File: src/rtl/lcd_frame_seq.sv
// rtl/lcd_frame_seq.sv - LCD PHY byte arbiter: host passthrough plus frame-mark triggered RAMWR + pixel burst
module lcd_frame_seq #(
    parameter int          FRAME_BYTES = 153600,
    parameter logic [7:0]  RAMWR_CMD   = 8'h2C
) (
    input  logic       clk,
    input  logic       rst_n,
    input  logic [7:0] host_data,
    input  logic       host_rs,
    input  logic       host_valid,
    output logic       host_ready,
    input  logic [7:0] pix_data,
    input  logic       pix_valid,
    output logic       pix_ready,
    input  logic       cfg_auto,
    input  logic       cfg_go,
    input  logic       cfg_abort,
    input  logic       fmark_stb,
    output logic [7:0] phy_data,
    output logic       phy_rs,
    output logic       phy_valid,
    input  logic       phy_ready,
    output logic       frame_busy,
    output logic       frame_done_stb,
    output logic       late_stb
);
    localparam int CW = (FRAME_BYTES > 1) ? $clog2(FRAME_BYTES) : 1;

    typedef enum logic [1:0] {IDLE, ARMED, CMD, PIX} state_t;

    state_t        state, state_nx;
    logic          run;
    logic [CW-1:0] cnt;
    logic          fm_pend, abort_pend, done_q, late_q;
    logic          beat, host_pend, fm_hit, abort_req, abort_now;
    logic          cnt_load, cnt_dec, fm_clr, done_d;

    assign frame_busy     = (state == CMD) || (state == PIX);
    assign frame_done_stb = done_q;
    assign late_stb       = late_q;

    always_comb begin
        state_nx   = state;
        phy_valid  = 1'b0;
        phy_data   = 8'h00;
        phy_rs     = 1'b0;
        host_ready = 1'b0;
        pix_ready  = 1'b0;
        cnt_load   = 1'b0;
        cnt_dec    = 1'b0;
        fm_clr     = 1'b0;
        done_d     = 1'b0;
        host_pend  = host_valid & ~phy_ready;
        fm_hit     = fm_pend | fmark_stb;
        abort_req  = cfg_abort | abort_pend;

        // Output mux; everything stays quiet until the run flag is up.
        case (state)
            IDLE, ARMED: begin
                if (run) begin
                    phy_valid  = host_valid;
                    phy_data   = host_data;
                    phy_rs     = host_rs;
                    host_ready = phy_ready;
                end
            end
            CMD: begin
                phy_valid = run;
                phy_data  = RAMWR_CMD;
                phy_rs    = 1'b0;
            end
            PIX: begin
                phy_valid = run & pix_valid;
                phy_data  = pix_data;
                phy_rs    = 1'b1;
                pix_ready = run & phy_ready;
            end
            default: ;
        endcase

        beat      = phy_valid & phy_ready;
        abort_now = abort_req & (~phy_valid | beat);

        case (state)
            IDLE: begin
                if (!cfg_abort && (cfg_go || cfg_auto)) begin
                    state_nx = ARMED;
                    fm_clr   = 1'b1;
                end
            end
            ARMED: begin
                if (cfg_abort)
                    state_nx = IDLE;
                else if (fm_hit && !host_pend)
                    state_nx = CMD;
            end
            CMD: begin
                if (abort_now) begin
                    state_nx = IDLE;
                end else if (beat) begin
                    state_nx = PIX;
                    cnt_load = 1'b1;
                    fm_clr   = 1'b1;
                end
            end
            PIX: begin
                if (abort_now) begin
                    state_nx = IDLE;
                end else if (beat) begin
                    if (cnt == '0) begin
                        done_d   = 1'b1;
                        state_nx = cfg_auto ? ARMED : IDLE;
                    end else begin
                        cnt_dec = 1'b1;
                    end
                end
            end
            default: state_nx = IDLE;
        endcase
    end

    always_ff @(posedge clk or negedge rst_n) begin
        if (!rst_n) begin
            state      <= IDLE;
            run        <= 1'b0;
            cnt        <= '0;
            fm_pend    <= 1'b0;
            abort_pend <= 1'b0;
            done_q     <= 1'b0;
            late_q     <= 1'b0;
        end else begin
            run   <= 1'b1;
            state <= state_nx;
            if (cnt_load)
                cnt <= CW'(FRAME_BYTES - 1);
            else if (cnt_dec)
                cnt <= cnt - 1'b1;
            if (fm_clr)
                fm_pend <= 1'b0;
            else if (state == ARMED && fmark_stb)
                fm_pend <= 1'b1;
            // An abort that could not be honoured this cycle waits for the next beat boundary.
            abort_pend <= abort_req && frame_busy && (state_nx == CMD || state_nx == PIX);
            done_q     <= done_d;
            late_q     <= fmark_stb && frame_busy;
        end
    end
endmodule

File: config.mk
export PLATFORM = sky130hd
export DESIGN_NAME = lcd_frame_seq
export DESIGN_NICKNAME = d
export VERILOG_FILES = /design/src/rtl/lcd_frame_seq.sv
export SDC_FILE = /design/constraint.sdc
export NUM_CORES = 1
export LEC_CHECK = 0
export CORE_UTILIZATION = 43
export DETAILED_ROUTE_END_ITERATION = 6
export GPL_TIMING_DRIVEN = 0
export PLACE_DENSITY_LB_ADDON = 0.25
export SLEW_MARGIN = 20
export SYNTH_ARGS = -nofsm -noshare
export SYNTH_HDL_FRONTEND = slang
export SYNTH_SLANG_ARGS = --single-unit
File: constraint.sdc
create_clock -name clk -period 1.9 [get_ports clk]
set_input_delay 0.475 -clock clk [delete_from_list [all_inputs] [get_ports clk]]
set_output_delay 0.475 -clock clk [all_outputs]
set_load 0.02 [all_outputs]
# After elaboration in Yosys (flattened, before gate mapping)
# Cells that the tools add are included.
[classes] n_addsub=1 eq_ne=5 mux=36 n_bitwise=10 n_reduce_logical=16
[op_table] op="2-to-1 mux 18 bit" n=2
[op_table] op="one-hot mux 8 bit (3 select lines)" n=1
[op_table] op="2-to-1 mux 1 bit" n=20
[op_table] op="logical NOT 18 bit" n=1
[op_table] op="subtractor 18 x 1 -> 18 bit, second input constant" n=1
[op_table] op="2-to-1 mux 2 bit" n=8
[op_table] op="== test 2 bit, second input constant" n=4
[op_table] op="2-to-1 mux 8 bit" n=1
[op_table] op="one-hot mux 2 bit (4 select lines)" n=1
[op_table] op="logical AND 1 bit" n=6
[op_table] op="one-hot mux 1 bit (3 select lines)" n=2
[op_table] op="AND 1 bit" n=5
[op_table] op="nonzero test 2 bit" n=2
[op_table] op="logical OR 1 bit" n=3
[op_table] op="bitwise OR 1 bit" n=3
[op_table] op="== test 2 x 1 -> 1 bit, second input constant" n=1
[op_table] op="logical NOT 1 bit" n=2
[op_table] op="logical NOT 2 bit" n=1
[op_table] op="NOT 1 bit" n=2
[op_table] op="one-hot mux 1 bit (2 select lines)" n=1
[op_table] op="OR reduction 2 bit" n=1
[word_totals] ff_bits=25 input_bits=26 word_cells=75

# Depth between registers and ports, before layout
[depth] word_depth=11 depth_mapped=8 ltp_nobuf=7

# Least setup slack after synthesis
# Ideal clock, no wire load.
[synth_path] path_type="flip-flop to flip-flop" from="register cnt[13]" to="register cnt[6]" setup_time_ps=139 arrival_ps=1840 required_time_ps=1761 slack_ps=-79 stages_incl_launch_ff=6 period_less_slack_ps=1979 path_cell_list="dfrtp_1 -> or4_4 -> nor4_4 -> a21oi_2 -> a211oi_1 -> a31oi_1"
[synth_via] elab_chain_cells=6
[synth_rtl] item="from (decl)" line_no="33" text="logic [CW-1:0] cnt;"
[synth_rtl] item="from (signal assigned)" line_no="135" text="cnt <= CW'(FRAME_BYTES - 1);"
[synth_rtl] item="from (signal assigned)" line_no="137" text="cnt <= cnt - 1'b1;"
[synth_rtl] item="logical NOT 18 bit" line_no="110" text="if (cnt == '0) begin"
[synth_rtl] item="2-to-1 mux 1 bit" line_no="110"
[synth_rtl] item="2-to-1 mux 1 bit" line_no="109" text="end else if (beat) begin"
[synth_rtl] item="2-to-1 mux 1 bit" line_no="107" text="if (abort_now) begin"
[synth_rtl] item="2-to-1 mux 1 bit" line_no="84" text="case (state)"
[synth_rtl] item="nonzero test 2 bit (no source line)"
# No other way between the ends.
# A chain may end at the register's enable or synchronous reset.

# Worst setup path in the final report
[layout_path] from="register cnt[11]" to="register cnt[17]"
[layout_via] elab_chain_cells=6
[layout_rtl] item="parallel branches: the longest is 6 deep, another holds subtractor 18 x 1 -> 18 bit"
# Several ways; the timed one is not identified. The select of a mux whose other input is x is not followed.

==> impl_metrics.json <==
{
  "outcome": "finished, violations left",
  "violations": "negative setup slack",
  "insertion_delay_ns": 0.33,
  "num_vias": 1582,
  "dieHeight_um": 60.15,
  "seq_power_share_pct": 39.9,
  "grt_pass1_vias": 1456,
  "synth_top_cell_area_share_pct": 43.03,
  "max_cap_violations": 0,
  "final_antenna_net_count": 0,
  "wl_um": 4598,
  "worst_slew_pin_slew_ns": 0.5536,
  "antenna_found_initial": 0,
  "place_hpwl_um": 2791,
  "syn_nets": 191,
  "fmax_mhz": 504.3,
  "synth_edf_count": 0,
  "synth_common_cells": "25 x dfrtp_1, 24 x nor2_1, 13 x nand2_1",
  "route.detailed.drc": 0,
  "rsz0062_at_grt": "yes",
  "grt_max_degree": 26,
  "cts.clk_slew.worst_paths_ns": 0.16,
  "gp_congestion": 0.8366,
  "worstPathMaxFanout": 4,
  "cts_made_buffers": 3,
  "crit_required_ns": 2.19,
  "switchingPower_uw": 1061,
  "worstPathArrival_ns": 2.27,
  "ctsHoldBuffers": 0,
  "powerDensity_nw_per_um2": 1090,
  "syn_area_um2": 1454,
  "io_pins": 41,
  "std_cell_rows": 20,
  "avgRoutedWirePerCell_um": 16.66,
  "yosysMostFrequentCell": "dfrtp_1",
  "viasPerCell": 5.732,
  "synthDistinctLibCells": 39,
  "setup_ws_ns": -0.08281,
  "ctsRootBufferMaster": "clkbuf_4",
  "synthArstFlopShare_pct": 100.0,
  "period_minus_slack_ns": 1.983,
  "min_period_over_period_pct": 104.4,
  "finalMaxSlewViolations": 0,
  "initial_core_util_pct": 46.48,
  "track_usage_pct": 24.74,
  "synth_top_cell_by_area": "dfrtp_1",
  "synth_flop_cell": "dfrtp_1",
  "die_area_um2": 3617,
  "p_int_uw": 1422,
  "area_delta_synth_final_pct": 56.71,
  "sw_frac_of_total_pct": 42.73,
  "p_leak_uw": 0.0009909,
  "fin_nets": 260,
  "ys_warn_count": 0,
  "yosysSeqAreaShare_pct": 43.03,
  "pwr-share-comb_pct": 49.4,
  "place_ws_ns": -0.6708,
  "port_buffers": 40,
  "slew_headroom_pct": 63.09,
  "clkPwrFrac_pct": 10.7,
  "peakVddDrop_v": 0.0005647,
  "clk_path_buf_depth": 2,
  "syn_inst": 164,
  "critPathCaptureType": "flip-flop",
  "timing_hold_violations_final": 0,
  "firstDrtPassIters": 4,
  "grt_pass1_wl_um": 6768,
  "hp-class": "in -> async",
  "finalSetupViolations": 10,
  "drtIter0Drc": 89,
  "cts_tree": "yes",
  "grt-ovfl-total": 0,
  "synth-seq-cells": 25,
  "placed_area_um2": 1911,
  "die_x_um": 60.15,
  "cts.sinks": 25,
  "avgSynthCellArea_um2": 8.865,
  "insertedDiodeCount": 0,
  "crit_type": "reg -> reg",
  "critPathLaunchType": "flip-flop",
  "synth.area.top_cells": "dfrtp_1 43%, nor2_1 6.2%, nand3_1 3.4%",
  "coreArea_um2": 3128,
  "final_area_um2": 2278,
  "clock_skew_ns": 0.01284,
  "htree_num_levels": 1,
  "final_layout_size_suffix_gt1_share_pct": 35.78
}
power by group through the flow:
| stage | combinational [uW] | sequential [uW] | clock [uW] |
|---|---|---|---|
| global route | 1330 | 1020 | 295 |
| finish | 1230 | 991 | 266 |
| detailed placement | 877 | 941 | 0 |
| floorplan | 592 | 894 | 0 |
| global placement | 844 | 925 | 0 |
| CTS | 1060 | 967 | 273 |
path summary, 6_finish.rpt:
kind	from	end	slack, ns	depth (start not counted)
min in group clk	cnt[13]	cnt[13]	0.53	1
worst max-delay path	cnt[11]	cnt[17]	-0.08	6
max in group asynchronous	rst_n	state[1]	1.40	1
worst min-delay path	rst_n	cnt[2]	0.1	1
worst max register to register	cnt[11]	cnt[17]	-0.08	6
worst min register to register	cnt[13]	cnt[13]	0.53	1
layout make-up:
type	count	area, um^2
Multi-Input combinational cell	129	923.4
Fill cell	221	849.6
Sequential cell	25	628.1
Timing Repair Buffer	66	593.1
Tap cell	44	55.05
Buffer	3	23.77
Inverter	5	23.77
Clock buffer	3	22.52
Clock inverter	1	8.758
worst max-delay path, cell delays in order (launching register included):
cell,delay [ns]
dfrtp_1,0.43
or4_4,0.59
nor2_4,0.12
nand4_1,0.13
buf_4,0.19
or4_1,0.40
nand3_1,0.09
layout by cell type, fill, tap and decap left out, drive strengths merged, types with 7 or more instances in the layout:
cell / instances
nand2: 13
o21ai: 7
dfrtp: 25
nor2: 24
nor3: 8
nand3: 10
clkdlybuf4s50: 23
a21oi: 11
buf: 39
through the flow:
| step | setup TNS (ns) | instances | hold slack, ns | power [uW] | utilization (%) |
|---|---|---|---|---|---|
| final | -0.2641 | 276 | 0.09718 | 2483 | 72.84 |
| after detailed placement | -13.77 | 248 | 0.5038 | 1819 | 61.08 |
| after global routing | -1.391 | 276 | 0.1200 | 2643 | 72.84 |
| after global placement | -12.63 | 248 | 0.4740 | 1769 | 61.08 |
| after CTS | -0.1415 | 266 | 0.5416 | 2300 | 68.56 |
| after floorplan | -0.4145 | 164 | 0.1794 | 1485 | - |
flip-flops by register name, summed over array words and instances (netlist names):
| name | cells |
|---|---|
| fm_pend | 1 |
| frame_done_stb | 1 |
| cnt | 18 |
| abort_pend | 1 |
| run | 1 |
| late_stb | 1 |
| state | 2 |
per-layer routing:
metal  share of wire, %  wire length [um]  track usage, %
met1                 41              1875           31.82
met4                1.5                70           11.63
met3                2.9               135           2.381
met5                  0                 0               0
met2                 55              2516           41.29
cell families after synthesis:
group / after synthesis / synth area share (%)
other cells: 1 / 0.2579
fa+ha+maj: 1 / 0.8604
compound gates: 39 / 18.85
simple gates: 83 / 31.15
xor+xnor: 2 / 1.205
buf+inv: 10 / 2.582
mux: 3 / 2.065
flops: 25 / 43.03
repair_timing:
item                                    in CTS  in global routing
buffers inserted                            15                 10
resized for setup                           98                 19
pin swaps                                   15                 16
gates cloned                                 1                  0
endpoints found under the setup margin      33                 26
Power figures use the tool's default switching activity.
